[src/rtl/ce_gen_pkg.sv]
// Shared encodings for the clock-enable generator: FSM states and mode select values.
package ce_gen_pkg;

  typedef enum logic [1:0] {
    IDLE  = 2'd0,
    RUN_P = 2'd1,
    RUN_S = 2'd2
  } state_e;

  localparam logic MODE_PERIODIC = 1'b0;
  localparam logic MODE_STEP     = 1'b1;

endpackage

[src/rtl/sync_edge.sv]
// Two-flop synchronizer plus history flop; flags a rising edge of an asynchronous input.
module sync_edge #(
  parameter logic RST_VAL = 1'b0
) (
  input  logic clk,
  input  logic r_n,
  input  logic d_i,
  output logic rise_o
);

  logic meta_q;
  logic sync_q;
  logic hist_q;

  // A reset value of 1 keeps an input held high across reset from reading as an edge.
  always_ff @(posedge clk or negedge r_n) begin
    if (!r_n) begin
      meta_q <= RST_VAL;
      sync_q <= RST_VAL;
      hist_q <= RST_VAL;
    end else begin
      meta_q <= d_i;
      sync_q <= meta_q;
      hist_q <= sync_q;
    end
  end

  assign rise_o = sync_q & ~hist_q;

endmodule

[src/rtl/ce_gen.sv]
// Clock-enable pulse generator: periodic (every max(div,1) clocks) or one pulse per step press.
module ce_gen
  import ce_gen_pkg::*;
#(
  parameter int DIV_W = 16,
  parameter int CNT_W = 8
) (
  input  logic             clk,
  input  logic             r_n,
  input  logic             en,
  input  logic             mode,
  input  logic [DIV_W-1:0] div,
  input  logic             step,
  input  logic             clr,
  output logic             ce,
  output logic             busy,
  output logic [DIV_W-1:0] phase,
  output logic [CNT_W-1:0] n_ce
);

  state_e           state_q;
  logic [DIV_W-1:0] phase_q;
  logic             ce_q;
  logic             busy_q;
  logic [CNT_W-1:0] n_ce_q;

  logic [DIV_W-1:0] reload;
  logic             step_rise;
  logic             pulse;

  sync_edge #(.RST_VAL(1'b1)) u_step_sync (
    .clk    (clk),
    .r_n    (r_n),
    .d_i    (step),
    .rise_o (step_rise)
  );

  assign reload = (div == '0) ? '0 : div - DIV_W'(1);

  // The pulse fires on the edge where phase is driven to 0; a mode switch never pulses.
  always_comb begin
    pulse = 1'b0;
    if (en) begin
      case (state_q)
        IDLE:    pulse = (mode == MODE_PERIODIC) && (reload == '0);
        RUN_P: begin
          if (mode == MODE_PERIODIC)
            pulse = (phase_q == '0) ? (reload == '0) : (phase_q == DIV_W'(1));
        end
        RUN_S: begin
          if (mode == MODE_STEP)
            pulse = step_rise;
        end
        default: pulse = 1'b0;
      endcase
    end
  end

  always_ff @(posedge clk or negedge r_n) begin
    if (!r_n) begin
      state_q <= IDLE;
      phase_q <= '0;
      ce_q    <= 1'b0;
      busy_q  <= 1'b0;
      n_ce_q  <= '0;
    end else begin
      ce_q <= pulse;

      if (clr)
        n_ce_q <= pulse ? CNT_W'(1) : '0;
      else if (pulse)
        n_ce_q <= n_ce_q + CNT_W'(1);

      if (!en) begin
        state_q <= IDLE;
        phase_q <= '0;
        busy_q  <= 1'b0;
      end else begin
        case (state_q)
          IDLE: begin
            busy_q <= 1'b1;
            if (mode == MODE_PERIODIC) begin
              state_q <= RUN_P;
              phase_q <= reload;
            end else begin
              state_q <= RUN_S;
            end
          end
          RUN_P: begin
            if (mode == MODE_STEP)
              state_q <= RUN_S;
            else
              phase_q <= (phase_q == '0) ? reload : phase_q - DIV_W'(1);
          end
          RUN_S: begin
            if (mode == MODE_PERIODIC) begin
              state_q <= RUN_P;
              phase_q <= reload;
            end
          end
          default: begin
            state_q <= IDLE;
            phase_q <= '0;
            busy_q  <= 1'b0;
          end
        endcase
      end
    end
  end

  assign ce    = ce_q;
  assign busy  = busy_q;
  assign phase = phase_q;
  assign n_ce  = n_ce_q;

endmodule

[config.mk]
export PLATFORM = sky130hd
export DESIGN_NAME = ce_gen
export DESIGN_NICKNAME = d
export VERILOG_FILES = /design/src/rtl/ce_gen_pkg.sv /design/src/rtl/sync_edge.sv /design/src/rtl/ce_gen.sv
export SDC_FILE = /design/constraint.sdc
export NUM_CORES = 1
export LEC_CHECK = 0
export CORE_UTILIZATION = 47
export DETAILED_ROUTE_END_ITERATION = 8
export GPL_TIMING_DRIVEN = 0
export PLACE_DENSITY = 0.83
export SYNTH_ARGS = -nofsm -noshare
export SYNTH_HDL_FRONTEND = slang
export SYNTH_SLANG_ARGS = --single-unit
[constraint.sdc]
create_clock -name clk -period 2.7 [get_ports clk]
set_input_delay 0.405 -clock clk [delete_from_list [all_inputs] [get_ports clk]]
set_output_delay 0.405 -clock clk [all_outputs]
set_load 0.005 [all_outputs]
== Word-level counts from Yosys, hierarchy flattened ==
Index checks and enable logic that the tools add are counted.
W data, S select, Z words.

* Word-level logic and storage cells: 53
* Output and inout bits: 26
* Input bits: 22
* Bits in registers: 31

* $add $sub $neg: 3
* Bitwise operators: 3
* Multiplexer cells: 21
* Reduce and logical (&&, ||, !) cells: 10
* Eq/ne operators: 8

{| class="wikitable"
|+ Operators with widths
! cell !! number
|-
| $mux W16 || 5
|-
| $logic_not A16 Y1 || 3
|-
| $pmux W16 S2 || 1
|-
| $sub A16 B1 Y16 const B || 2
|-
| $eq A16 B1 Y1 const B || 1
|-
| $mux W8 || 2
|-
| $ne A3 B3 Y1 const B || 4
|-
| $add A8 B1 Y8 const B || 1
|-
| $mux W2 || 4
|-
| $mux W1 || 6
|-
| $pmux W2 S3 || 1
|-
| $reduce_and A2 Y1 || 2
|-
| $reduce_or A2 Y1 || 2
|-
| $pmux W1 S3 || 1
|-
| $eq A2 B1 Y1 const B || 1
|-
| $eq A2 B2 Y1 const B || 1
|-
| $logic_not A2 Y1 || 1
|-
| $ne A2 B2 Y1 const B || 1
|-
| $not A1 Y1 || 2
|-
| $pmux W1 S2 || 1
|-
| $reduce_bool A2 Y1 || 1
|-
| $and A1 B1 Y1 || 1
|-
| $logic_and A1 B1 Y1 || 1
|}

== Depth between registers and ports, before layout ==
Gate-level depths: netlist of run 1.

* Word-level depth: 9
* Gate-level depth with buffers: 11
* Gate-level depth less buffers: 9

== Modules after synthesis ==
From an unflattened synthesis of run 1, not the netlist that was laid out.

* Cells, all modules: 283
* Area total of the unflattened synthesis: 2461.1 µm²

{| class="wikitable"
|+ Modules (own cells, without submodules)
! module !! times used !! seq. area each (µm²) !! area each (µm²) !! cells each
|-
| ce_gen || 1 || 700.7 || 2368.5 || 279
|-
| sync_edge || 1 || 78.8 || 92.6 || 4
|}

== Worst setup path after synthesis of run 1 ==
No wires, ideal clock.

* Path kind: input to register
* Start: input port div[9]
* End: register n_ce_q[6], in the netlist n_ce[6]
* Stages: 9
* Required time: 2.575 ns
* Path buffers: 2
* Data arrival time: 2.790 ns
* Path slack: -0.215 ns
* Setup time: 0.125 ns
* Cells stage by stage: buf_2 -> or4_4 -> or3_4 -> nor3_2 -> mux2_2 -> o31ai_4 -> buf_6 -> nand3_4 -> mux2_4

* Word-level cells in the longest chain between the ends: 8
* Elaborated cells on any way between the ends: 10
* Classes of those cells: add/sub: 1; mux: 5; reduce/logical: 4

{| class="wikitable"
|+ RTL lines
! element !! RTL line !! source
|-
| start: declaration || ce_gen.sv:12 || <nowiki>input logic [DIV_W-1:0] div,</nowiki>
|-
| $sub A16 B1 Y16 or $logic_not A16 Y1 (tied branches) || ce_gen.sv:38 || <nowiki>assign reload = (div == '0) ? '0 : div - DIV_W'(1);</nowiki>
|-
| $mux W16 * || ce_gen.sv:38 ||
|-
| $logic_not A16 Y1 * || ce_gen.sv:45, ce_gen.sv:48 ||
|-
| $mux W1 || ce_gen.sv:48 || <nowiki>pulse = (phase_q == '0) ? (reload == '0) : (phase_q == DIV_W'(1));</nowiki>
|-
| $mux W1 || ce_gen.sv:47 || <nowiki>if (mode == MODE_PERIODIC)</nowiki>
|-
| $pmux W1 S3 * || ce_gen.sv:44 || <nowiki>case (state_q)</nowiki>
|-
| $mux W1 * || ce_gen.sv:43 || <nowiki>if (en) begin</nowiki>
|-
| named net pulse || ce_gen.sv:29 || <nowiki>logic pulse;</nowiki>
|-
| $reduce_bool A2 Y1 (no source line) * || n/a ||
|-
| end signal: assignment || ce_gen.sv:70 || <nowiki>n_ce_q <= pulse ? CNT_W'(1) : '0;</nowiki>
|-
| end signal: assignment || ce_gen.sv:72 || <nowiki>n_ce_q <= n_ce_q + CNT_W'(1);</nowiki>
|-
| end: declaration || ce_gen.sv:25 || <nowiki>logic [CNT_W-1:0] n_ce_q;</nowiki>
|}

Mark *: on every way through the listed nets, which the timed path passes. The rest lies on a longest branch.
A chain may end at the register's enable or synchronous reset.

== Final worst setup path of run 1 ==
* Start: register phase_q[11], in the netlist phase[11]
* End: register n_ce_q[6], in the netlist n_ce[6]

* Word-level cells in the longest chain between the ends: 6
* Elaborated cells on any way between the ends: 7
* Classes of those cells: eq/ne: 1; mux: 4; reduce/logical: 2

{| class="wikitable"
|+ RTL lines
! element !! RTL line !! source
|-
| start: declaration || ce_gen.sv:22 || <nowiki>logic [DIV_W-1:0] phase_q;</nowiki>
|-
| start signal: assignment || ce_gen.sv:84 || <nowiki>phase_q <= reload;</nowiki>
|-
| start signal: assignment || ce_gen.sv:93 || <nowiki>phase_q <= (phase_q == '0) ? reload : phase_q - DIV_W'(1);</nowiki>
|-
| start signal: assignment || ce_gen.sv:98 || <nowiki>phase_q <= reload;</nowiki>
|-
| $eq A16 B1 Y1 or $logic_not A16 Y1 (tied branches) || ce_gen.sv:48 ||
|-
| $mux W1 * || ce_gen.sv:48 ||
|-
| $mux W1 * || ce_gen.sv:47 ||
|-
| $pmux W1 S3 * || ce_gen.sv:44 ||
|-
| $mux W1 * || ce_gen.sv:43 ||
|-
| named net pulse || ce_gen.sv:29 ||
|-
| $reduce_bool A2 Y1 (no source line) * || n/a ||
|}

Marks and branches as above.

==> flow_metrics.env, run 1 <==
export IMPL_max_stage_delay_ns=0.53
export IMPL_synth_largest_area_cell="dfrtp_1"
export IMPL_synthCells=260
export IMPL_dr_first_iter_drc_count=185
export IMPL_dp_final_hpwl_mm=4.42
export IMPL_viasPerCell=5.99
export IMPL_ant_nets=0
export IMPL_mappedNetlistArea_mm2=0.00236
export IMPL_cp_common_cell="o31ai_4"
export IMPL_p_int_w=0.00167
export IMPL_critPathTopFamily="simple AND/OR/NAND/NOR gates"
export IMPL_synth_edf_count=0
export IMPL_routedWlPerCell_um=16.5
export IMPL_fin_tns_setup_ns=-0.273
export IMPL_final_nets=365
export IMPL_grt_start_max_net_pins=32
export IMPL_core_area_mm2=0.00479
export IMPL_synth_top_area_share_pct=29.7
export IMPL_vias=2408
export IMPL_wl_mm=6.64
export IMPL_die_x_um=72.9
export IMPL_finalCritPeriodShare_pct=104
export IMPL_htree_num_levels=2
export IMPL_violations="setup timing"
export IMPL_synth_common_cells="dfrtp_1 (28), nor2_1 (20), a22o_1 (13), inv_1 (13), o21ai_0 (13)"
export IMPL_dieArea_mm2=0.00531
export IMPL_reg2reg_slack_ns=-0.11
export IMPL_power_leakage_nw=1.37
export IMPL_hold_path_class="in2async"
export IMPL_yosysWarnings=0
export IMPL_pin_count=48
export IMPL_rr_startpoint="phase[11]"
export IMPL_ys_ff_latch=31
export IMPL_grt_usage_pct=24.9
export IMPL_worstMarginPinSlew_ns=0.736
export IMPL_yosysMostFrequentCell="dfrtp_1"
export IMPL_drive_gt1_share_pct=24.8
export IMPL_ir_drop_mv=0.726
export IMPL_async_flop_share_pct=100
export IMPL_cpMaxStageDelayCell="or4_4"
export IMPL_rows=25
export IMPL_cp_num_buf_inv=1
export IMPL_ys_seq_area_share_pct=33.0
export IMPL_antenna_found_initial=0
export IMPL_switching_share_pct=43.7
export IMPL_start_util_pct=49.3
export IMPL_area_growth_pct=40.9
export IMPL_crit_path_max_fanout=5
export IMPL_whs_ns=0.173
export IMPL_fin_ws_ns=-0.107
export IMPL_clockBufferDepth=2
export IMPL_yosysUniqueCellTypes=60
export IMPL_hold_buffers=0
export IMPL_overflow=0
export IMPL_seqPwrFrac_pct=25.3
export IMPL_crit_arrival_ns=2.96
export IMPL_synthTopCellsByArea="dfrtp_1 (30%), a22o_1 (4.8%), ha_1 (4.8%)"
export IMPL_critical_path_cell_chain="or3_4 > or4_4 > o31ai_4 > o2111ai_2 > o31ai_4 > buf_6 > nand3_4 > mux2_4"
export IMPL_startpoint_type="flop"
export IMPL_r2r_cells=8
export IMPL_drt_first_pass_iters=5
export IMPL_combPwrFrac_pct=62.2
export IMPL_p_clk_share_pct=12.5
export IMPL_end_kind="flop"
export IMPL_cts_sinks=31
export IMPL_crit_type="reg2reg"
export IMPL_post_place_ws_ns=-0.992
export IMPL_syn_nets=291
export IMPL_rsz0062_at_grt="yes"
export IMPL_max_cap_violations=0
export IMPL_min_period_ns=2.81
export IMPL_finClkSkew_ns=0.00672
export IMPL_synth_top_flop_cell="dfrtp_1"
export IMPL_diodes=0
export IMPL_hold_viol_final=0
export IMPL_required_ns=2.86
export IMPL_setup_violations=7
export IMPL_gp_congestion=0.891
export IMPL_power_switching_w=0.00130
export IMPL_grt_pass1_wl_mm=10.2
export IMPL_cts_buffers=5
export IMPL_finalMaxSlewViolations=0
export IMPL_power_density_mw_per_mm2=892
export IMPL_num_fill_cells=348
export IMPL_post_route_util_pct=69.5
export IMPL_synth_avg_cell_area_um2=9.08
export IMPL_fmax_ghz=0.356
export IMPL_grt_pass1_vias=2085
export IMPL_die_h_um=72.9
export IMPL_path_clk_slew_ns=0.07
export IMPL_drcViolationCount=0
export IMPL_maxSlewHeadroom_pct=50.5
export IMPL_insertion_delay_ns=0.28
export IMPL_cts_tree="built"
export IMPL_status="finished, violations left"
export IMPL_cts_root_buf="clkbuf_8"
export IMPL_r2r_end="n_ce[6]"
export IMPL_port_buffers=45
## flip-flops by register name, indices dropped and copies added, names as in the netlist
name and flops:
phase 16, n_ce 8, state_q 2, busy 1, ce 1, u_step_sync.hist_q 1, u_step_sync.meta_q 1, u_step_sync.sync_q 1
## worst reg2reg max path: stages, from the launching register on
cell and delay (ns):
dfrtp_1 0.45, or3_4 0.36, or4_4 0.53, o31ai_4 0.31
o2111ai_2 0.18, o31ai_4 0.32, buf_6 0.19, nand3_4 0.07
mux2_4 0.30
## area by class of cell
type                       instances  area (um2)  share of cell area [%]
buffer                            10        77.6                    2.33
sequential                        31         783                    23.5
tap                               67        83.8                    2.52
clock inverter                     1        5.00                   0.150
inverter                          13        48.8                    1.47
multi-input combinational        204        1610                    48.4
clock buffer                       7        86.3                    2.59
timing repair buffer              69         631                    19.0
## through the flow
| stage | total power (W) | instances | instance area (um2) |
|---|---|---|---|
| floorplan | 0.00172 | 260 | 2390 |
| global placement | 0.00221 | 372 | 2920 |
| detailed placement | 0.00224 | 372 | 2920 |
| CTS | 0.00274 | 395 | 3240 |
| global route | 0.00314 | 402 | 3330 |
| finish | 0.00297 | 402 | 3330 |
## worst max-delay path by stage
stage               endpoint       start  slack [ns]  cells after the start
CTS                  n_ce[6]  state_q[1]       -0.04                     10
global route         n_ce[6]   phase[10]       -0.15                      8
finish               n_ce[6]   phase[11]       -0.11                      8
floorplan            n_ce[6]      div[8]       -0.16                      9
global placement     n_ce[6]      div[0]       -0.96                     12
detailed placement   n_ce[6]      div[0]       -0.99                     12
## cells by family after synthesis
group	Yosys count	share of synthesized area, %
simple gates	98	24.7
xor+xnor	16	5.94
mux	7	3.34
buf+inv	25	4.82
compound gates	74	23.4
flops	31	33.0
fa+ha+maj	9	4.77
## layer usage
layer  share of wire [%]  global-route usage, %  routed length, um
met1                  44                   36.1               2930
met2                  47                   39.7               3140
met3                 7.9                   4.56                525
met4                0.69                   3.49                 46
met5                   0                      0                  0
## power groups by stage
stage / logic (W) / registers (W) / clock network [W]
after floorplan: 0.000999 / 0.000721 / 0
after global placement: 0.00147 / 0.000739 / 0
after detailed placement: 0.00149 / 0.000746 / 0
after CTS: 0.00161 / 0.000746 / 0.000381
after global routing: 0.00197 / 0.000766 / 0.000406
final: 0.00184 / 0.000751 / 0.000371
## layout by cell type, fill, tap and decap left out, drive strengths merged, types with 10 or more instances in the layout
| cell | count |
|---|---|
| dfrtp | 28 |
| clkdlybuf4s50 | 32 |
| inv | 13 |
| clkbuf | 11 |
| or3 | 10 |
| nor3 | 13 |
| xnor2 | 11 |
| o21ai | 15 |
| nor2 | 20 |
| buf | 32 |
| a22o | 13 |
## timing repair
item | in CTS | in global routing
pin swaps | 9 | 6
resized for setup | 46 | 11
hold endpoints to repair | 0 | 0
setup buffers | 15 | 9
gates cloned | 1 | 0
setup endpoints to repair | 15 | 22
Power figures use the tool's default switching activity.
==> inputs of run 2 (changes only) <==
--- a/config.mk
+++ b/config.mk
@@ -5,10 +5,11 @@
 export SDC_FILE = /design/constraint.sdc
 export NUM_CORES = 1
 export LEC_CHECK = 0
-export CORE_UTILIZATION = 47
+export ABC_AREA = 1
+export CORE_UTILIZATION = 48
 export DETAILED_ROUTE_END_ITERATION = 8
 export GPL_TIMING_DRIVEN = 0
-export PLACE_DENSITY = 0.83
+export PLACE_DENSITY = 0.84
 export SYNTH_ARGS = -nofsm -noshare
 export SYNTH_HDL_FRONTEND = slang
 export SYNTH_SLANG_ARGS = --single-unit
==> run 2 against run 1 <==
  * Via count up 10%
  * Count of clock-buffer cells in the layout up 1
  * Sequential cell count unchanged
  * Sequential share of layout area up 1.1 points
  * Clock skew up 0.0017 ns
  * Wire length down 2.8%
  * The flow now finishes without violations
  * Combinational power down 4%
==> flow_metrics.env, run 2 <==
export IMPL_dr_first_iter_drc_count=166
export IMPL_synth_avg_cell_area_um2=6.73
export IMPL_crit_arrival_ns=2.61
export IMPL_finalMaxSlewViolations=0
export IMPL_dp_final_hpwl_mm=4.95
export IMPL_async_flop_share_pct=100
export IMPL_overflow=0
export IMPL_viasPerCell=5.36
export IMPL_startpoint_type="flop"
export IMPL_cpMaxStageDelayCell="dfrtp_1"
export IMPL_whs_ns=0.148
export IMPL_grt_busiest_layer="met2"
export IMPL_cts_root_buf="clkbuf_8"
export IMPL_post_route_util_pct=64.8
export IMPL_vias=2651
export IMPL_finalCritPeriodShare_pct=90.3
export IMPL_fin_tns_setup_ns=0
export IMPL_combPwrFrac_pct=60.5
export IMPL_drt_first_pass_iters=5
export IMPL_synth_common_cells="nand2_1 (85), inv_1 (52), nor2_1 (44)"
export IMPL_crit_type="reg2reg"
export IMPL_required_ns=2.87
export IMPL_worstMarginPinSlew_ns=0.670
export IMPL_port_buffers=47
export IMPL_cts_resized=0
export IMPL_yosysWarnings=0
export IMPL_die_h_um=74.3
export IMPL_status="complete, no violations"
export IMPL_rsz0062_at_grt="no"
export IMPL_power_density_mw_per_mm2=920
export IMPL_grt_start_max_net_pins=32
export IMPL_p_clk_share_pct=14.1
export IMPL_pin_count=48
export IMPL_yosysMostFrequentCell="nand2_1"
export IMPL_ys_ff_latch=31
export IMPL_grt_pass1_vias=2354
export IMPL_layout_commonest_cell="nand2_1"
export IMPL_final_cell_area_mm2=0.00316
export IMPL_dieArea_mm2=0.00552
export IMPL_synth_top_flop_cell="dfrtp_1"
export IMPL_grt_pass1_wl_mm=10.8
export IMPL_routedWlPerCell_um=13.0
export IMPL_grt_use_met1_pct=36.0
export IMPL_setup_violations=0
export IMPL_switching_share_pct=47.7
export IMPL_path_clk_slew_ns=0.07
export IMPL_cts_setup_buffers=0
export IMPL_fin_ws_ns=0.263
export IMPL_critical_path_cell_chain="inv_1 > ha_1 > inv_1 > nor2_1 > o21ai_0 > nor2_1 > nand2_1 > nand2_1 > nand2_1 > nor2_1 > nand2_1 > nor2_1 > nand2_1 > nand2_4 > nand2_4 > nand3_1 > nand2_1"
export IMPL_power_leakage_nw=1.57
export IMPL_cts_sinks=31
export IMPL_core_area_mm2=0.00488
export IMPL_cts_tree="built"
export IMPL_drive_gt1_share_pct=9.35
export IMPL_synth_edf_count=0
export IMPL_met3_usage_pct=3.79
export IMPL_ir_drop_mv=0.751
export IMPL_largest_reg_flops=16
export IMPL_end_kind="flop"
export IMPL_ys_seq_area_share_pct=31.1
export IMPL_gp_congestion=0.906
export IMPL_synth_largest_area_cell="dfrtp_1"
export IMPL_hold_path_class="in2async"
export IMPL_use_met2_pct=41.2
export IMPL_place_area_mm2=0.00306
export IMPL_critPathTopFamily="simple AND/OR/NAND/NOR gates"
export IMPL_synth_top_area_share_pct=27.9
export IMPL_final_nets=458
export IMPL_grt_usage_pct=25.2
export IMPL_wl_mm=6.45
export IMPL_synthCells=373
export IMPL_diodes=0
export IMPL_area_growth_pct=26.0
export IMPL_start_util_pct=51.4
export IMPL_ant_nets=0
export IMPL_layout_common_cells="nand2_1 (85), inv_1 (52), clkdlybuf4s50_1 (46)"
export IMPL_p_int_w=0.00152
export IMPL_insertion_delay_ns=0.28
export IMPL_clockBufferDepth=2
export IMPL_seqPwrFrac_pct=25.4
export IMPL_cp_num_buf_inv=2
export IMPL_cts_buffers=5
export IMPL_post_place_ws_ns=0.0589
export IMPL_min_period_ns=2.44
export IMPL_die_x_um=74.3
export IMPL_drcViolationCount=0
export IMPL_fmax_ghz=0.410
export IMPL_rows=25
export IMPL_hold_viol_final=0
export IMPL_cp_common_cell="nand2_1"
export IMPL_htree_num_levels=2
export IMPL_synthTopCellsByArea="dfrtp_1 (28%), nand2_1 (13%), nand3_1 (8.0%)"
export IMPL_maxSlewHeadroom_pct=55.3
export IMPL_syn_nets=404
export IMPL_crit_path_max_fanout=9
export IMPL_antenna_found_initial=0
export IMPL_yosysUniqueCellTypes=32
export IMPL_hold_buffers=0
export IMPL_max_stage_delay_ns=0.42
export IMPL_max_cap_violations=0
export IMPL_power_switching_w=0.00139
export IMPL_finClkSkew_ns=0.00841
export IMPL_mappedNetlistArea_mm2=0.00251
==> run 2: cell types whose count changed after synthesis, sizes merged, moves of 9 or more <==
cell,before,now
a22o,13,0
inv,13,53
nand2,9,93
nand3,5,42
nor2,20,56
nor3,13,2
nor4,9,0
o21ai,15,24
or3,10,0
xnor2,11,1
xor2,5,14
==> run 2: path summary, 6_finish.rpt <==
path | startpoint | to | slack, ns | depth (start not counted)
setup / recovery | state_q[1] | n_ce[7] | 0.26 | 17
min in group clk | u_step_sync.meta_q | u_step_sync.sync_q | 0.36 | 0
hold reg to reg | u_step_sync.meta_q | u_step_sync.sync_q | 0.36 | 0
setup reg to reg | state_q[1] | n_ce[7] | 0.26 | 17
max in group asynchronous | r_n | state_q[1] | 2.11 | 1
hold / removal | r_n | n_ce[4] | 0.15 | 1
==> run 2: kinds of logic (layout without fill, tap and decap cells) <==
group	after synthesis	count (layout)	synth area share [%]
and+or+nand+nor	205	205	37.8
buffers and inverters	58	113	9.18
AOI/OAI and AO/OA	55	55	12.3
DFF	31	31	31.1
xor gates and xnor gates	15	15	5.24
adders and majority gates	9	9	4.49
==> run 2: worst register-to-register path: stages (launching register included) <==
cell	delay, ns
dfrtp_1	0.42
inv_1	0.14
ha_1	0.28
inv_1	0.16
nor2_1	0.16
o21ai_0	0.11
nor2_1	0.09
nand2_1	0.07
nand2_1	0.08
nand2_1	0.05
nor2_1	0.11
nand2_1	0.06
nor2_1	0.08
nand2_1	0.10
nand2_4	0.14
nand2_4	0.11
nand3_1	0.12
nand2_1	0.05
==> run 2: area by class of cell <==
| class | instances | area (um2) |
|---|---|---|
| inverter | 53 | 199 |
| timing repair buffer | 47 | 465 |
| clock buffer | 8 | 100 |
| buffer | 5 | 31.3 |
| tap | 67 | 83.8 |
| fill | 459 | 1720 |
| multi-input combinational | 284 | 1500 |
| sequential | 31 | 779 |
==> run 2: per-layer routing <==
layer  share of wire (%)  vias to the layer above  wire length (um)
li1                    -                     1321                 -
met1                  48                     1247              3110
met2                  46                       78              2970
met3                 5.2                        5               335
met4                0.53                        0                34
met5                   0                        -                 0
==> run 2: power by group through the flow <==
stage	Combinational [W]	Sequential [W]	Clock, W
2_1_floorplan	0.00115	0.000723	0
3_3_place_gp	0.00168	0.000733	0
3_5_place_dp	0.00171	0.000739	0
4_1_cts	0.00172	0.000735	0.000408
5_1_grt	0.00196	0.000753	0.000432
6_report	0.00176	0.000737	0.000411
==> run 2: metrics by stage <==
stage,std cells,power [W]
6_report,495,0.00291
5_1_grt,495,0.00314
4_1_cts,495,0.00286
3_5_place_dp,487,0.00245
3_3_place_gp,487,0.00241
2_1_floorplan,373,0.00187
